===== config.mk =====
export PLATFORM = sky130hd
export DESIGN_NAME = wave_generator
export DESIGN_NICKNAME = d
export VERILOG_FILES = /design/src/rtl/wave_generator.sv
export SDC_FILE = /design/constraint.sdc
export NUM_CORES = 1
export LEC_CHECK = 0
export ABC_CLOCK_PERIOD_IN_PS = 2050
export CAP_MARGIN = 30
export CORE_UTILIZATION = 45
export DETAILED_ROUTE_END_ITERATION = 12
export PLACE_DENSITY = 0.79
export SYNTH_ARGS = -nofsm -noshare
export SYNTH_HDL_FRONTEND = slang
export SYNTH_SLANG_ARGS = --single-unit

===== constraint.sdc =====
create_clock -name clk -period 2.05 [get_ports clk]
set_clock_uncertainty 0.2 [all_clocks]
set_input_delay 0.41 -clock clk [delete_from_list [all_inputs] [get_ports clk]]
set_output_delay 0.41 -clock clk [all_outputs]
set_load 0.01 [all_outputs]

===== src/rtl/wave_generator.sv =====
// Phase-accumulator oscillator: square/saw/triangle from the top byte of the phase.
// A requested mode takes effect only when the phase wraps, so a period never glitches.
module wave_generator #(
  parameter int ACC_W = 16
) (
  input  logic             clk,
  input  logic             rst,
  input  logic [1:0]       mode,
  input  logic [ACC_W-1:0] tone_inc,
  input  logic             sample_tick,
  output logic [7:0]       sample,
  output logic             sample_valid,
  output logic             wrap
);

  typedef enum logic [1:0] {
    MODE_OFF    = 2'b00,
    MODE_SQUARE = 2'b01,
    MODE_SAW    = 2'b10,
    MODE_TRI    = 2'b11
  } mode_e;

  logic [ACC_W-1:0] phase_q, phase_d;
  mode_e            act_mode_q, act_mode_d;
  logic             carry_q, carry_d;
  logic             tick_q;
  logic [7:0]       sample_q, sample_d;
  logic             valid_q;
  logic             wrap_q;

  logic [ACC_W:0]   sum;
  logic [7:0]       p;
  logic [7:0]       tri_t;

  assign sum = {1'b0, phase_q} + {1'b0, tone_inc};

  always_comb begin
    phase_d    = phase_q;
    act_mode_d = act_mode_q;
    carry_d    = 1'b0;
    if (sample_tick) begin
      if (act_mode_q == MODE_OFF && mode != 2'b00) begin
        act_mode_d = mode_e'(mode);
        phase_d    = tone_inc;
      end else if (act_mode_q == MODE_OFF) begin
        phase_d = '0;
      end else if (tone_inc == '0) begin
        // Frozen phase can never wrap, so the new mode is applied right away.
        act_mode_d = mode_e'(mode);
      end else begin
        phase_d = sum[ACC_W-1:0];
        carry_d = sum[ACC_W];
        if (sum[ACC_W]) act_mode_d = mode_e'(mode);
      end
    end
  end

  assign p     = phase_q[ACC_W-1 -: 8];
  assign tri_t = {p[6:0], 1'b0};

  always_comb begin
    sample_d = 8'h00;
    case (act_mode_q)
      MODE_OFF:    sample_d = 8'h00;
      MODE_SQUARE: sample_d = p[7] ? 8'h00 : 8'hFF;
      MODE_SAW:    sample_d = p;
      MODE_TRI:    sample_d = p[7] ? ~tri_t : tri_t;
      default:     sample_d = 8'h00;
    endcase
  end

  // Stage 1: phase and active mode advance on the tick edge.
  always_ff @(posedge clk or posedge rst) begin
    if (rst) begin
      phase_q    <= '0;
      act_mode_q <= MODE_OFF;
      carry_q    <= 1'b0;
      tick_q     <= 1'b0;
    end else begin
      phase_q    <= phase_d;
      act_mode_q <= act_mode_d;
      carry_q    <= carry_d;
      tick_q     <= sample_tick;
    end
  end

  // Stage 2: waveform shaped from the updated phase and presented one edge later.
  always_ff @(posedge clk or posedge rst) begin
    if (rst) begin
      sample_q <= 8'h00;
      valid_q  <= 1'b0;
      wrap_q   <= 1'b0;
    end else begin
      valid_q <= tick_q;
      if (tick_q) begin
        sample_q <= sample_d;
        wrap_q   <= carry_q;
      end else begin
        wrap_q   <= 1'b0;
      end
    end
  end

  assign sample       = sample_q;
  assign sample_valid = valid_q;
  assign wrap         = wrap_q;

endmodule


==> results.yml <==
outcome:
  status: "finished, violations left"
  violations: "setup timing"
flow_run:
  cap_violations: 0
critical_path:
  path_buf_inv: 0
  crit_family: "compound AO/OA/AOI/OAI gates"
  r2r_start: "phase_q[5]"
  crit_arrival_ns: 2.27
  worst_path_largest_cell_delay_ns: 0.42
  worstSetupStartpoint: "phase_q[5]"
  crit_slowest_cell: "dfrtp_1"
  r2r_slack_ns: -0.24
  worstPathMaxFanout: 5
  rr_endpoint: "act_mode_q[0]"
  cp-end-kind: "flop"
  worstPathCellList: "ha_4, a21oi_1, o22ai_1, nor3b_4, nand3_2, a41oi_2, o21ai_2"
  path_class: "reg2reg"
  reg2regPathDepth: 7
  cp-start-kind: "flop"
  cp.required_ns: 2.03
synthesis:
  ys_seq_area_share_pct: 33.7
  netlist_area_um2: 2230
  yosys-top-cells-area: "dfrtp_1 34%, ha_1 9.0%, a21oi_1 7.0%, nand2_1 6.1%, a22oi_1 5.1%"
  synth-seq-cells: 30
  yosys_most_used_dff: "dfrtp_1"
  synth_xor_area_share_pct: 5.11
  synth-warning-count: 0
  yosysUniqueCellTypes: 45
  synth-simple-area-share_pct: 17.3
  muxShareOfSynthArea_pct: 0
  syn_nets: 304
  synth_edf_count: 0
  synth_top_family_by_area: "compound AO/OA/AOI/OAI gates"
  async_flop_share_pct: 100
  netlist_instances: 266
  synth-adder-area-share_pct: 9.88
  synth-compound-area-share_pct: 29.6
  yosysMostFrequentCell: "nand2_1"
  synth_top_area_share_pct: 33.7
  synth_top_cell_by_area: "dfrtp_1"
  avgSynthCellArea_um2: 8.38
  yosys-top-cells-count: "36 x nand2_1, 31 x a21oi_1, 30 x dfrtp_1, 19 x nor2_1"
pwr:
  irDropWorstVdd_v: 0.000973
  seq_power_share_pct: 19.4
  power_switching_share_pct: 43.2
  p_total_mw: 5.69
  clockPowerShare_pct: 11.2
  switchingPower_mw: 2.46
  comb_power_share_pct: 69.4
  p_per_area_nw_per_um2: 1570
  p_leak_nw: 1.55
  p_int_mw: 3.24
cells_and_area:
  layout-drive-gt1-share_pct: 39.2
  fin_util_pct: 76.1
  antenna_cells: 0
  area_delta_synth_final_pct: 62.4
  fin_cells: 427
  fin_nets: 398
  fin_area_um2: 3620
detailed_routing:
  wl_mm: 7.69
  dr_total_vias: 2565
  wl_per_cell_um: 18.0
  drc: 0
  antenna_left: 0
  first_pass_iters: 5
  drtIter0Drc: 190
  viasPerCell: 6.01
sta:
  post-route-period-util_pct: 112
  slew-limit-headroom_pct: 67.5
  finalSetupTns_ns: -1.74
  finalWorstSetupSlack_ns: -0.243
  hold_ws_ns: 0.264
  setup_viol_count_final: 12
  finalHoldViolCount: 0
  tightest_slew_ns: 0.487
  fmax_mhz: 436
  rsz0062_at_grt: "yes"
  post-route-min-period_ns: 2.29
  maxSlewViolCount: 0
placement:
  dp_slack_ns: -0.809
  dp_hpwl_mm: 4.36
  gp_congestion: 0.835
  port_buffers: 30
  dp_cells: 404
  placement.cell_area_um2: 3040
clock_tree:
  insertion_delay_ns: 0.30
  hold_buffers: 0
  clock-root-buffer: "clkbuf_8"
  clkSinkCount: 30
  numCtsBuffers: 5
  clkTransAtPathRegs_ns: 0.07
  cts-htree-levels: 2
  cts_tree: "yes"
  clk_path_buf_depth: 2
global_route:
  grt_use_met2_pct: 51.6
  antenna_found_initial: 0
  grt_use_met3_pct: 7.08
  top_usage_layer: "met2"
  grt_max_degree: 31
  grt_overflow: 0
  grt_pass1_wl_mm: 12.2
  grt_usage_pct: 30.9
  grt_pass1_vias: 2528
  use_met1_pct: 36.1
hold_path:
  hold_depth: 1
  hold_path_end: "wrap"
  hold_path.class: "reg2reg"
  hold_start: "carry_q"
floorplanning:
  die_w_um: 72.4
  io-pin-count: 31
  die_area_um2: 5240
  core_um2: 4750
  initial_utilization_pct: 46.9
  row_count: 25
  die_h_um: 72.4
-- how the worst max path moves through the flow --
stage,end,cells past startpoint,slack (ns)
finish,act_mode_q[0],7,-0.24
CTS,phase_q[11],7,-0.12
global placement,act_mode_q[1],9,-0.74
floorplan,act_mode_q[0],8,-0.06
global route,phase_q[12],7,-0.35
detailed placement,act_mode_q[1],9,-0.81
-- final cells by class --
| class | instances | area (µm²) |
|---|---|---|
| Fill cell | 334 | 1130 |
| Clock inverter | 1 | 30.0 |
| Multi-Input combinational cell | 212 | 1740 |
| Inverter | 10 | 37.5 |
| Timing Repair Buffer | 101 | 896 |
| Tap cell | 67 | 83.8 |
| Clock buffer | 6 | 82.6 |
| Sequential cell | 30 | 752 |
-- worst register-to-register path, stage by stage (launching register included) --
cell and delay, ns:
dfrtp_1 0.42, ha_4 0.27, a21oi_1 0.26, o22ai_1 0.19, nor3b_4 0.40, nand3_2 0.19, a41oi_2 0.19, o21ai_2 0.07
-- cell families after synthesis --
| kind of cell | Yosys count |
|---|---|
| AOI/OAI and AO/OA | 99 |
| and+or+nand+nor | 83 |
| DFF | 30 |
| buffers and inverters | 24 |
| adders and majority gates | 17 |
| xor gates and xnor gates | 13 |
-- power groups by stage --
stage / Clock, mW / Combinational [mW] / Sequential [mW]
global placement: 0 / 3.11 / 1.06
global route: 0.664 / 4.26 / 1.13
finish: 0.639 / 3.95 / 1.10
detailed placement: 0 / 3.19 / 1.07
CTS: 0.635 / 3.51 / 1.10
floorplan: 0 / 2.03 / 1.08
-- sequential cells by signal (all words and copies together), names as in the netlist --
signal and cells:
act_mode_q 2, carry_q 1, phase_q 16, sample 8, sample_valid 1, tick_q 1
wrap 1
-- repair_timing --
| action | in CTS | in global routing |
|---|---|---|
| gates cloned | 3 | 0 |
| buffers inserted | 9 | 7 |
| endpoints found under the hold margin | 0 | 0 |
| pin swaps | 20 | 17 |
| setup endpoints to repair | 19 | 19 |
| resized for setup | 61 | 31 |
-- metal layers --
| layer | routed length, µm | vias to the layer above |
|---|---|---|
| met5 | 0 | - |
| met4 | 378 | 0 |
| met3 | 542 | 47 |
| met2 | 3760 | 152 |
| met1 | 3010 | 1185 |
| li1 | - | 1181 |
-- placed cells by master (no fill, tap or decap), types with 3 or more instances in the layout --
| cell type | netlist | routed |
|---|---|---|
| a21oi_2 | 0 | 6 |
| o22ai_1 | 7 | 7 |
| o21ai_0 | 16 | 12 |
| a41oi_2 | 1 | 3 |
| ha_4 | 0 | 10 |
| o21ai_2 | 1 | 3 |
| nand2_1 | 36 | 36 |
| buf_4 | 1 | 64 |
| ha_1 | 16 | 6 |
| inv_1 | 10 | 10 |
| and2_1 | 3 | 3 |
| nor2_1 | 19 | 18 |
| buf_12 | 0 | 4 |
| a22oi_1 | 15 | 15 |
| o21ai_1 | 5 | 6 |
| nand4_1 | 4 | 4 |
| clkbuf_2 | 0 | 5 |
| clkdlybuf4s50_1 | 0 | 14 |
| dfrtp_1 | 30 | 29 |
| xor2_1 | 3 | 3 |
| dlygate4sd2_1 | 0 | 4 |
| a21oi_1 | 31 | 25 |
| xnor2_1 | 10 | 9 |
| clkbuf_8 | 0 | 6 |
| nor4_4 | 0 | 4 |
No activity file was read; power rests on OpenSTA's default activity.
